[src/rtl/cache_mem_bridge_pkg.sv]
`default_nettype none
// ============================================================================
// Module : cache_mem_bridge_pkg
// Brief  : Shared cache/memory structure definitions for the cache-to-memory
//          bridge. Holds the word/block geometry, the cache-side request and
//          response structs, the bridge state encoding and the watchdog limit.
//          Optional feature macro used by the bridge: CACHE_MEM_BRIDGE_TIMEOUT_EN.
// Rev    : 1.0  initial release
// ============================================================================
package cache_mem_bridge_pkg;

    parameter int ADDR_WIDTH         = 12;
    parameter int DATA_WIDTH         = 32;
    parameter int BLOCK_SIZE         = 8;
    parameter int OFFSET_WIDTH       = 3;
    // Beat counters must be able to hold BLOCK_SIZE itself, not just the last index.
    parameter int BEAT_WIDTH         = OFFSET_WIDTH + 1;
    parameter int MEM_TIMEOUT_CYCLES = 64;

    typedef logic [BLOCK_SIZE-1:0][DATA_WIDTH-1:0] block_t;

    typedef struct packed {
        logic [ADDR_WIDTH-1:0] addr;
        logic                  cs;
        logic                  rw;     // 1 = write-back, 0 = allocate read
        block_t                data;
    } memory_request_t;

    typedef struct packed {
        logic   ack;
        block_t data;
    } memory_response_t;

    typedef enum logic [1:0] {
        br_idle     = 2'd0,
        br_wr_burst = 2'd1,
        br_rd_burst = 2'd2,
        br_ack      = 2'd3
    } bridge_state_t;

endpackage
`default_nettype wire

[src/rtl/cache_mem_bridge_watchdog.sv]
`default_nettype none
// ============================================================================
// Module : mem_bridge_watchdog
// Brief  : Counts consecutive stalled cycles (active with no progress) and
//          flags expiry on the LIMIT-th such cycle. Any progress or leaving the
//          active window restarts the count.
// Ports  : clk, rst_n (async active-low)
//          active   - bridge is inside a burst
//          progress - a grant or an accepted read return happened this cycle
//          expired  - this cycle is the LIMIT-th consecutive stalled cycle
// Rev    : 1.0  initial release
// ============================================================================
module mem_bridge_watchdog
    import cache_mem_bridge_pkg::*;
#(
    parameter int LIMIT = MEM_TIMEOUT_CYCLES
)
(
    input  logic clk,
    input  logic rst_n,
    input  logic active,
    input  logic progress,
    output logic expired
);

    localparam int CNT_W = $clog2(LIMIT + 1);

    logic [CNT_W-1:0] r_count;
    logic             w_stalled;

    assign w_stalled = active && !progress;
    assign expired   = w_stalled && (r_count == CNT_W'(LIMIT - 1));

    always_ff @(posedge clk or negedge rst_n) begin
        if (!rst_n) begin
            r_count <= '0;
        end else if (w_stalled && !expired) begin
            r_count <= r_count + 1'b1;
        end else begin
            r_count <= '0;
        end
    end

endmodule
`default_nettype wire

[src/rtl/cache_mem_bridge.sv]
`default_nettype none
// ============================================================================
// Module : cache_mem_bridge
// Brief  : Serialises one cache block transfer into BLOCK_SIZE word beats on a
//          req/gnt/rvalid memory port. Cache side uses a four-phase cs/ack
//          handshake; reads gather the block and return it on mem_resp.data.
//          Optional feature macro: CACHE_MEM_BRIDGE_TIMEOUT_EN (stall watchdog
//          driving a sticky err and force-completing the burst).
// Ports  : clk, rst_n (async active-low)
//          mem_req  / mem_resp            - cache-side block request/response
//          wm_req, wm_we, wm_addr, wm_wdata - beat issue to memory
//          wm_gnt                         - beat accepted when wm_req & wm_gnt
//          wm_rvalid, wm_rdata            - in-order read returns
//          err                            - sticky timeout flag (0 if no watchdog)
// Rev    : 1.0  initial release
// ============================================================================
module cache_mem_bridge
    import cache_mem_bridge_pkg::*;
(
    input  logic                  clk,
    input  logic                  rst_n,
    input  memory_request_t       mem_req,
    output memory_response_t      mem_resp,
    output logic                  wm_req,
    output logic                  wm_we,
    output logic [ADDR_WIDTH-1:0] wm_addr,
    output logic [DATA_WIDTH-1:0] wm_wdata,
    input  logic                  wm_gnt,
    input  logic                  wm_rvalid,
    input  logic [DATA_WIDTH-1:0] wm_rdata,
    output logic                  err
);

    bridge_state_t r_state;
    bridge_state_t w_state_nxt;

    logic [ADDR_WIDTH-OFFSET_WIDTH-1:0] r_base;
    block_t                             r_wbuf;
    block_t                             r_rbuf;
    logic [BEAT_WIDTH-1:0]              r_issue_cnt;
    logic [BEAT_WIDTH-1:0]              r_ret_cnt;

    logic w_in_burst;
    logic w_issue_pending;
    logic w_grant;
    logic w_ret;
    logic w_last_grant;
    logic w_last_ret;
    logic w_timeout;
    logic w_unused_offset;

    // The request's offset bits never matter: every transfer is block aligned.
    assign w_unused_offset = &{1'b0, mem_req.addr[OFFSET_WIDTH-1:0]};

    assign w_in_burst      = (r_state == br_wr_burst) || (r_state == br_rd_burst);
    assign w_issue_pending = w_in_burst && (r_issue_cnt < BEAT_WIDTH'(BLOCK_SIZE));
    assign w_grant         = w_issue_pending && wm_gnt;
    // Returns are only meaningful during a read burst and only until the block is full.
    assign w_ret           = (r_state == br_rd_burst) && wm_rvalid &&
                             (r_ret_cnt < BEAT_WIDTH'(BLOCK_SIZE));
    assign w_last_grant    = w_grant && (r_issue_cnt == BEAT_WIDTH'(BLOCK_SIZE - 1));
    assign w_last_ret      = w_ret && (r_ret_cnt == BEAT_WIDTH'(BLOCK_SIZE - 1));

`ifdef CACHE_MEM_BRIDGE_TIMEOUT_EN
    logic w_progress;
    logic r_err;

    assign w_progress = w_grant || w_ret;

    mem_bridge_watchdog #(
        .LIMIT    (MEM_TIMEOUT_CYCLES)
    ) u_watchdog (
        .clk      (clk),
        .rst_n    (rst_n),
        .active   (w_in_burst),
        .progress (w_progress),
        .expired  (w_timeout)
    );

    always_ff @(posedge clk or negedge rst_n) begin
        if (!rst_n) begin
            r_err <= 1'b0;
        end else if (w_timeout) begin
            r_err <= 1'b1;
        end
    end

    assign err = r_err;
`else
    assign w_timeout = 1'b0;
    assign err       = 1'b0;
`endif

    // ------------------------------------------------------------------
    // FSM state register
    // ------------------------------------------------------------------
    always_ff @(posedge clk or negedge rst_n) begin
        if (!rst_n) begin
            r_state <= br_idle;
        end else begin
            r_state <= w_state_nxt;
        end
    end

    // ------------------------------------------------------------------
    // Next state and outputs. Outputs are decoded from registered state so
    // they return to reset values the moment rst_n is asserted.
    // ------------------------------------------------------------------
    always_comb begin
        w_state_nxt   = r_state;
        wm_req        = w_issue_pending;
        wm_we         = (r_state == br_wr_burst);
        wm_addr       = {r_base, r_issue_cnt[OFFSET_WIDTH-1:0]};
        wm_wdata      = r_wbuf[r_issue_cnt[OFFSET_WIDTH-1:0]];
        mem_resp.ack  = (r_state == br_ack);
        mem_resp.data = r_rbuf;

        case (r_state)
            br_idle: begin
                if (mem_req.cs) begin
                    w_state_nxt = mem_req.rw ? br_wr_burst : br_rd_burst;
                end
            end
            br_wr_burst: begin
                if (w_last_grant || w_timeout) begin
                    w_state_nxt = br_ack;
                end
            end
            br_rd_burst: begin
                // The last return may coincide with or trail the last grant;
                // completion is keyed on returns only.
                if (w_last_ret || w_timeout) begin
                    w_state_nxt = br_ack;
                end
            end
            br_ack: begin
                if (!mem_req.cs) begin
                    w_state_nxt = br_idle;
                end
            end
            default: begin
                w_state_nxt = br_idle;
            end
        endcase
    end

    // ------------------------------------------------------------------
    // Request capture, beat counters and read gather buffer
    // ------------------------------------------------------------------
    always_ff @(posedge clk or negedge rst_n) begin
        if (!rst_n) begin
            r_base      <= '0;
            r_wbuf      <= '0;
            r_rbuf      <= '0;
            r_issue_cnt <= '0;
            r_ret_cnt   <= '0;
        end else begin
            if ((r_state == br_idle) && mem_req.cs) begin
                r_base      <= mem_req.addr[ADDR_WIDTH-1:OFFSET_WIDTH];
                r_wbuf      <= mem_req.data;
                r_issue_cnt <= '0;
                r_ret_cnt   <= '0;
            end else begin
                if (w_grant) begin
                    r_issue_cnt <= r_issue_cnt + 1'b1;
                end
                if (w_ret) begin
                    r_rbuf[r_ret_cnt[OFFSET_WIDTH-1:0]] <= wm_rdata;
                    r_ret_cnt                           <= r_ret_cnt + 1'b1;
                end
            end
        end
    end

endmodule
`default_nettype wire

[config.mk]
export PLATFORM = sky130hd
export DESIGN_NAME = cache_mem_bridge
export DESIGN_NICKNAME = d
export VERILOG_FILES = /design/src/rtl/cache_mem_bridge_pkg.sv /design/src/rtl/cache_mem_bridge_watchdog.sv /design/src/rtl/cache_mem_bridge.sv
export SDC_FILE = /design/constraint.sdc
export NUM_CORES = 1
export LEC_CHECK = 0
export BUFFER_PORTS_ARGS = -buffer_cell sky130_fd_sc_hd__buf_2
export CORE_AREA = 2 2 237 239
export DETAILED_ROUTE_END_ITERATION = 16
export DIE_AREA = 0 0 239 241
export GPL_TIMING_DRIVEN = 0
export SLEW_MARGIN = 20
export SYNTH_ARGS = -nofsm -noshare
export SYNTH_HDL_FRONTEND = slang
export SYNTH_HIERARCHICAL = 1
export SYNTH_SLANG_ARGS = --single-unit
[constraint.sdc]
create_clock -name clk -period 3.1 [get_ports clk]
set_clock_uncertainty 0.15 [all_clocks]
set_input_delay 0.62 -clock clk [delete_from_list [all_inputs] [get_ports clk]]
set_output_delay 0.62 -clock clk [all_outputs]
set_load 0.005 [all_outputs]
Word level (Yosys, flattened, before mapping)
Cells that the tools add are included.

Reductions and logical operators: 14. Order comparisons: 5. Equality and inequality tests: 9. Bitwise logic cells: 1. Div/mod/pow operators: 0. Add/sub/neg operators: 2. Multiplexer cells: 15. Shift operators: 0. Multipliers: 0.

Operator list (count): bitwise mux 256 bit (1); binary-select mux 32 bit (select 3 bit) (1); demux 32 bit (select 3 bit) (1); 2-to-1 mux 32 bit (2); 2-to-1 mux 4 bit (4); 2-to-1 mux 2 bit (5); adder 4 x 1 -> 4 bit (second input constant) (2); equality test 4 x 3 -> 1 bit (second input constant) (2); logical AND 1 bit (8); < comparator 3 x 4 -> 1 bit (second input constant) (2); < comparator 4 bit (second input constant) (2); one-hot mux 2 bit (4 select lines) (1); inequality test 2 bit (second input constant) (3); equality test 2 bit (second input constant) (2); AND reduction 4 bit (1); nonzero test 2 bit (2); >= comparator 3 x 1 -> 1 bit (second input constant) (1); equality test 2 x 1 -> 1 bit (second input constant) (1); logical NOT 2 bit (1); inequality test 2 x 1 -> 1 bit (second input constant) (1); AND reduction 2 bit (1); logical OR 1 bit (1); inverter 1 bit (1).

Latch bits: 0. Word-level logic and storage cells: 66. Memories kept: 0. Input bits: 306. Output and inout port bits: 304. Bits in registers: 531. Memory bits (writable): 0. Bits in read-only memories: 0.

Logic depth before layout (Yosys ltp)
Gate-level depths: netlist of run 1.

Word-level depth: 7. Depth in mapped cells: 9. Mapped depth without buffers: 6.

Least setup slack after synthesis of run 1
No wires, ideal clock.

Path type: register to output. From: reg r_issue_cnt[0]. To: out wm_wdata[0]. Arrival: 1741 ps. Required time: 2330 ps. Cell stages (with the launch flop): 5. Path slack: 589 ps. Path buffers: 2. Cells stage by stage: dfrtp_1 buf_2 buf_2 mux4_2 mux2_2.

Longest elaborated chain between the ends: 2.

RTL lines: from (decl) (line cache_mem_bridge.sv:40) `logic [BEAT_WIDTH-1:0] r_issue_cnt;`; from (signal assigned) (line cache_mem_bridge.sv:165) `r_issue_cnt <= r_issue_cnt + 1'b1;`; binary-select mux 32 bit (select 3 bit) (line cache_mem_bridge.sv:114) `wm_wdata = r_wbuf[r_issue_cnt[OFFSET_WIDTH-1:0]];`; 2-to-1 mux 32 bit (implied by the code) (line cache_mem_bridge.sv:114); to (decl) (line cache_mem_bridge.sv:27) `output logic [DATA_WIDTH-1:0] wm_wdata,`.

Every way passes these cells. The select of a mux whose other input is x is not followed.

Worst setup path in the final report of run 1
From: reg r_issue_cnt[0]. To: out wm_wdata[10].

Same word-level chain as after synthesis.

==> impl_results.md, run 1 <==
* Rows at between 80 and 90
* Setup CP Type: flip-flop to output pin
* Crit path cell chain: buf_12 > buf_12 > buf_16 > mux4_2 > mux2_4 > buf_6
* RSZ-0062 raised after global routing: yes
* Worst slew pin tran at 0.799 ns
* Via count at 16,604
* Reg2reg setup slack at 0.28 ns
* Clock tree from TritonCTS: yes
* Fmax at between 300 and 400 MHz
* Max IR drop VDD at 533 uV
* Failing checks: negative setup slack
* Seq cells post-synth at about 530
* Final setup margin at -0.0770 ns
* Synth Warn # at 6
* Hold WS at about 0.033 ns
* Synth cell types at 29
* Post-route setup TNS at -1.10 ns
* Final period util at 102%
* # fillers at 4,938
* Synth Flop Type: dfrtp_1
* Final Hold Vio Count at 0
* Starting DRT DRC Count at slightly above 900
* Root Buffer: clkbuf_16
* Worst path slowest cell: mux4_2
* HPWL Detailed at 55,300 microns
* Crit path time final at 3.18 ns
* Worst skew pair latency at 0.62 ns
* Leading area contributor after synthesis: dfrtp_1
* Initial antenna violation count at 30
* Die ar. at 57,600 sq um
* Crit. End Element: output pin
* Power Density at around 1000 nW/um^2
* Total gr overflow at 0
* Final WL at 73,200 microns
* Final ANT Viol Nets at 0
* Largest net degree at the start of global routing at 94
* Starting Density at 39.9%
* CTS Buffer Depth at 3
* First-pass GRT wire length at 107,000 microns
* Final Wtd Congestion at 0.884
* Lkg Pwr at 15.4 nW
* Slew headroom at 46.8%
* Total Nets Final at about 2,800
* IO Pins at 610
* P&R area growth vs syn at 30.5%
* CP startpoint kind: flip-flop
* WL per Instance at 22.2 microns
* Post-Syn Area at 21,900 sq um
* Post-synth EDFFs at 0
* Synthesized area per cell at around 12 sq um
* # DRC at 0
* Core Region at 54,900 sq um
* Seq/Total Area, Yosys at 60.7%
* TritonCTS buffer count at 56
* CTS clk-pin slew, worst paths at 0.06 ns
* Yosys top cell area share at 60.7%
* CP max stage delay at 0.50 ns
* Post-Synthesis Cells at 1,844
* WP buf/inv at 4
* Async S/R FF share, synth at 100%
* Crit-path max FO at 9
* Syn Nets at between 2,000 and 2,500
* Status: complete, but fails checks
* Largest cells by area after synthesis: dfrtp_1 61%, mux2_2 14%, nand2_1 14%
* Min-Delay Path Class: primary input to flip-flop
* Most frequent CP cell: buf_12
* Vias per inst at roughly 5.0
* Crit path DAT at 2.41 ns
* Overall Global Routing Usage at 25.1%
* Drt pass-1 iters at 5
* CP Data Required Time at 2.33 ns
* Final setup viols at 26
* Maximum capacitance violations at 0
* Top Family by Delay on Critical Path: multiplexers
* Number of port buffers at slightly above 600
* Final Max Tran Viols at 0
* Chip width at 239 microns
* Htree depth at 2
* # clock sinks at between 500 and 600
* Layout cell share with drive strength beyond 1 at roughly 44%
* Number of global-route vias before repair at 17,159
* Die height at between 200 and 250 microns
## cell type report
class                           instances  area (sq um)  share of cell area [%]
Inverter                                2          7.51                  0.0263
Antenna cell                           14          35.0                   0.123
Buffer                                103           648                    2.27
Tap cell                              704           881                    3.08
Clock inverter                         20           294                    1.03
Clock buffer                           83          1600                    5.62
Multi-Input combinational cell       1205          8160                    28.6
Timing Repair Buffer                  630          3640                    12.7
Sequential cell                       531         13300                    46.5
## metrics by stage
| step | cells | total power [W] | area, sq um | setup slack (ns) | util, % |
|---|---|---|---|---|---|
| after detailed placement | 3159 | 0.0211 | 26000 | -0.451 | 47.3 |
| after floorplan | 1844 | 0.0166 | 21900 | 0.589 | - |
| final | 3292 | 0.0292 | 28600 | -0.0770 | 52.0 |
| after CTS | 3275 | 0.0290 | 28400 | -0.125 | 51.7 |
| after global placement | 3153 | 0.0208 | 25800 | -9.54 | 47.0 |
| after global routing | 3287 | 0.0309 | 28500 | -0.148 | 52.0 |
## where the power goes
part | internal, W | switching (W) | leakage [nW]
sequential | 0.00978 | 0.00154 | 6.83
clock | 0.00410 | 0.00288 | 0.930
combinational | 0.00564 | 0.00524 | 7.66
total | 0.0195 | 0.00966 | 15.4
## sequential cells by signal, indices dropped and copies added, names as in the netlist
name / flops
r_ret_cnt: 4
mem_resp: 256
r_state: 2
r_issue_cnt: 4
r_wbuf: 256
r_base: 9
## per-layer routing
| metal | global-route usage [%] | part of all wire (%) | vias up |
|---|---|---|---|
| met3 | 7.11 | 7.7 | 158 |
| li1 | - | - | 7463 |
| met2 | 43.6 | 50 | 630 |
| met4 | 8.71 | 3.3 | 28 |
| met5 | 0 | 0.25 | - |
| met1 | 29.8 | 39 | 8325 |
## worst reg2reg max path: stages (launching register included)
cell	delay [ns]
dfrtp_1	0.38
inv_1	0.09
ha_1	0.28
and2_1	0.19
buf_2	0.23
or3_4	0.48
nor3_4	0.31
buf_6	0.23
mux2_2	0.36
## kinds of logic after synthesis
group	count (synthesis)	share of synthesized area (%)
and+or+nand+nor	833	14.7
buffers and inverters	108	2.34
xor gates and xnor gates	4	0.160
muxes	358	21.7
other	1	0.0171
AOI/OAI and AO/OA	3	0.0801
DFF	531	60.7
adders and majority gates	6	0.343
## path summary, 6_finish.rpt
path / from / to / depth (start not counted)
hold / removal: mem_req[224] / r_wbuf[224]$_DFFE_PN0P_ / 3
setup reg to reg: r_state[0]$_DFFE_PN0P_ / mem_resp[8]$_DFFE_PN0P_ / 8
max in group asynchronous: rst_n / r_wbuf[113]$_DFFE_PN0P_ / 5
min in group asynchronous: rst_n / mem_resp[131]$_DFFE_PN0P_ / 2
hold reg to reg: r_wbuf[119]$_DFFE_PN0P_ / r_wbuf[119]$_DFFE_PN0P_ / 2
setup / recovery: r_issue_cnt[0]$_DFFE_PN0P_ / wm_wdata[10] / 6
## cells in the mapped netlist (all sizes together), types with 3 or more instances
| cell type | instances |
|---|---|
| mux2 | 288 |
| buf | 48 |
| xor2 | 4 |
| dfrtp | 531 |
| clkbuf | 58 |
| mux4 | 64 |
| ha | 6 |
| mux2i | 6 |
| nand3 | 3 |
| nand2 | 806 |
| nor3 | 4 |
| nor2 | 10 |
## placed cells by master, fill, tap and decap left out, drive strengths merged, types with 2 or more instances in the layout
| cell type | instances |
|---|---|
| clkinv | 10 |
| buf | 673 |
| nand3b | 2 |
| nand2b | 2 |
| dlygate4sd3 | 3 |
| mux2 | 288 |
| bufinv | 6 |
| mux2i | 6 |
| nand3 | 3 |
| clkbuf | 140 |
| nand4b | 2 |
| inv | 5 |
| nand2 | 806 |
| o21ai | 2 |
| ha | 6 |
| nor3 | 4 |
| nor2 | 10 |
| diode | 14 |
| dfrtp | 531 |
| mux4 | 64 |
| xor2 | 4 |
## timing repair
item / 4_1_cts / 5_1_grt
gates cloned: 4 / 1
setup buffers: 7 / 6
resized for setup: 88 / 34
hold buffers: 3 / 0
endpoints found under the setup margin: 86 / 77
endpoints found under the hold margin: 51 / 0
Power figures use the tool's default switching activity.
==> run 2: changes to the inputs <==
ABC_AREA = 1   (was unset)
==> run 2 against run 1 <==
Effect of this change: the run still ends with negative setup slack left; routed wire length increased by 13%; critical path depth up 2; register-to-register slack got worse by 0.04 ns; utilization fell by 0.39 points; sequential cell count unchanged; final area decreased by 0.75%; hold slack better by 0.020 ns; via count increased by 24%; die area unchanged; largest cell class unchanged; highest routed layer unchanged.
==> impl_results.md, run 2 <==
* First-pass GRT wire length at 122,000 microns (+14%)
* Hold_sp: mem_req[265]
* Hold path cells at 3 (unchanged)
* Starting Density at 39.7% (-0.15 points)
* Largest net degree at the start of global routing at 88 (-6.4%)
* Final WL at 82,800 microns (+13%)
* Final instance area at 28,300 sq um (-0.75%)
* Hold Crit Endpoint: r_base[4]$_DFFE_PN0P_
* HPWL Detailed at 62,500 microns (+13%)
* Depth of the most critical reg-to-reg path at 8 (unchanged)
* Number of port buffers at 605 (unchanged)
* CP startpoint kind: flip-flop
* Core Region at 54,900 sq um (unchanged)
* Lkg Pwr at 15.5 nW (+0.57%)
* Commonest non-fill, non-tap cell in the layout: nand2_1
* Psw at 0.0112 W (+16%)
* Largest cells by area after synthesis: dfrtp_1 61%, nand2_1 20%, o21ai_0 9.8%
* Post-Syn Area at 21,800 sq um (-0.38%)
* Final Wtd Congestion at 0.938 (+6.1%)
* Power Density at 1010 nW/um^2 (-0.99%)
* Leading cell type by number of instances after synthesis: nand2_1
* Switching Fraction at 39.0% (+5.9 points)
* Min-Delay Path Class: primary input to flip-flop
* Status: complete, but fails checks
* Number of global-route vias before repair at 20,274 (+18%)
* CTS Buffer Depth at 3 (unchanged)
* Vias per inst at 5.12 (+1.6%)
* Syn Nets at 2,907 (+35%)
* Fmax at 320 MHz (+1.8%)
* Crit-path max FO at 10 (+1)
* Rows at 86 (unchanged)
* Final setup viols at 2 (-92%)
* Post-layout util at 51.6% (-0.39 points)
* Clock network power share at 24.4% (+0.5 points)
* Chip width at 239 microns (unchanged)
* Max IR drop VDD at 567 uV (+6.3%)
* Crit path DAT at 2.35 ns (-0.06 ns)
* Total Nets Final at 3,583 (+26%)
* # fillers at 5,362 (+8.6%)
* Synth cell types at 21 (-28%)
* Die ar. at 57,600 sq um (unchanged)
* Worst skew pair latency at 0.60 ns (-0.02 ns)
* Post-synth EDFFs at 0 (unchanged)
* Combinational power share at 37.6% (+0.3 points)
* Drt pass-1 iters at 5 (unchanged)
* Htree depth at 2 (unchanged)
* TritonCTS buffer count at 57 (+1.8%)
* Initial antenna violation count at 8 (-73%)
* Setup CP Type: flip-flop to output pin
* CTS clk-pin slew, worst paths at 0.06 ns (about the same)
* Final Max Tran Viols at 0 (unchanged)
* Crit path time final at 3.12 ns (-0.0554 ns)
* Die height at 241 microns (unchanged)
* Slew headroom at 22.8% (-24 points)
* CP Data Required Time at 2.33 ns (about the same)
* Synthesized area per cell at 8.40 sq um (-29%)
* Via count at 20,627 (+24%)
* Final setup margin at -0.0216 ns (+0.0554 ns)
* Leading area contributor after synthesis: dfrtp_1
* Root Buffer: clkbuf_16
* Worst r2r src: r_state[0]$_DFFE_PN0P_
* Layout cell share with drive strength beyond 1 at 26.1% (-18 points)
* Yosys top cell area share at 61.0% (+0.23 points)
* Crit. End Element: output pin
* IO Pins at 610 (unchanged)
* Seq/Total Area, Yosys at 61.0% (+0.23 points)
* RSZ-0062 raised after global routing: yes
* P&R area growth vs syn at 30.0%
* Seq pwr share at 38.1% (-0.7 points)
* Total gr overflow at 0 (unchanged)
* Placed cell count at 3,910 (+24%)
* Internal power at 0.0175 W (-10%)
* Overall Global Routing Usage at 28.2% (+3.1 points)
* Most instantiated cells after synthesis: 1,171 x nand2_1, 531 x dfrtp_1, 427 x o21ai_0
* Synth Flop Type: dfrtp_1
* Starting DRT DRC Count at 1,872 (+110%)
* Failing checks: negative setup slack
* # clock sinks at 531 (unchanged)
* Maximum capacitance violations at 0 (unchanged)
* Worst slew pin tran at 1.16 ns (+0.359 ns)
* Clock tree from TritonCTS: yes
* Final ANT Viol Nets at 0 (unchanged)
* Final period util at 101% (-1.8 points)
* Commonest non-fill, non-tap cells in the layout: 1,137 x nand2_1, 638 x buf_2, 528 x dfrtp_1, 377 x o21ai_0, 190 x nor2_1
* Async S/R FF share, synth at 100% (unchanged)
* Post-Synthesis Cells at 2,595 (+41%)
* # DRC at 0 (unchanged)
* Hold WS at 0.0529 ns (+0.0196 ns)
* R2R Path End: r_wbuf[244]$_DFFE_PN0P_
* WL per Instance at 20.6 microns (-7.5%)
* Final Hold Vio Count at 0 (unchanged)
* Synth Warn # at 6 (unchanged)
* Post-layout total power at 0.0287 W (-1.7%)
* Seq cells post-synth at 531 (unchanged)
* DP Area at 25,900 sq um (-0.32%)
* Reg2reg setup slack at 0.24 ns (-0.04 ns)
* Fin cells at 4,026 (+22%)
==> run 2: worst max-delay path by stage <==
stage | start | endpoint | slack (ns) | cells past startpoint
after floorplan | r_issue_cnt[0]$_DFFE_PN0P_ | wm_wdata[13] | 1.04 | 9
after global placement | rst_n | mem_resp[165]$_DFFE_PN0P_ | -9.64 | 1
after detailed placement | r_issue_cnt[1]$_DFFE_PN0P_ | wm_wdata[15] | -0.14 | 7
after CTS | r_issue_cnt[0]$_DFFE_PN0P_ | wm_wdata[15] | -0.02 | 10
after global routing | r_issue_cnt[0]$_DFFE_PN0P_ | wm_wdata[7] | -0.06 | 10
final | r_issue_cnt[0]$_DFFE_PN0P_ | wm_wdata[18] | -0.02 | 8
==> run 2: kinds of logic after synthesis <==
kind of cell    Yosys count  share of synthesized area (%)
simple gates           1392                           24.2
buf+inv                 205                           3.90
fa+ha+maj                 6                          0.344
other cells               1                         0.0172
compound gates          460                           10.6
flops                   531                           61.0
==> run 2: layer usage <==
metal	GRT usage, %	vias to the layer above	wire, microns
li1	-	9525	-
met1	39.2	10122	35700
met2	44.4	857	38500
met3	5.28	119	6150
met4	9.64	4	2340
met5	0	-	27
==> run 2: per-stage QoR <==
stage | setup WS (ns) | TNS, ns
floorplan | 1.04 | 0
global placement | -9.64 | -5072.08
detailed placement | -0.136 | -0.595
global route | -0.0618 | -0.719
CTS | -0.0209 | -0.0209
finish | -0.0216 | -0.0340
==> run 2: timing repair <==
action	4_1_cts	5_1_grt
hold buffers	1	0
hold endpoints to repair	73	0
buffers inserted	3	1
setup endpoints to repair	32	29
pin swaps	7	19
resized for setup	124	86
cloned	1	1
==> run 2: critical path: stages, from the launching register on <==
cell	delay, ns
dfrtp_2	0.51
buf_4	0.18
buf_16	0.13
clkbuf_4	0.20
o21ai_0	0.11
o21ai_1	0.20
nand2_1	0.15
nand2_2	0.14
buf_2	0.12
==> run 2: area by class of cell <==
| cell class | count | area [sq um] | share of cell area (%) |
|---|---|---|---|
| flip-flops and latches | 531 | 13300 | 46.9 |
| multi-input cells | 1859 | 7840 | 27.7 |
| repair buffers | 618 | 3310 | 11.7 |
| clock buffers | 83 | 1710 | 6.02 |
| plain buffers | 159 | 916 | 3.23 |
| well taps | 704 | 881 | 3.11 |
| clock inverters | 22 | 216 | 0.764 |
| inverters | 45 | 171 | 0.605 |
| diodes | 5 | 12.5 | 0.0441 |
==> run 2: power groups by stage <==
stage | Clock [W] | Combinational [W] | Sequential [W]
detailed placement | 0 | 0.00987 | 0.0109
global route | 0.00736 | 0.0119 | 0.0112
finish | 0.00699 | 0.0108 | 0.0109
CTS | 0.00708 | 0.0104 | 0.0108
global placement | 0 | 0.00970 | 0.0108
floorplan | 0 | 0.00522 | 0.0106
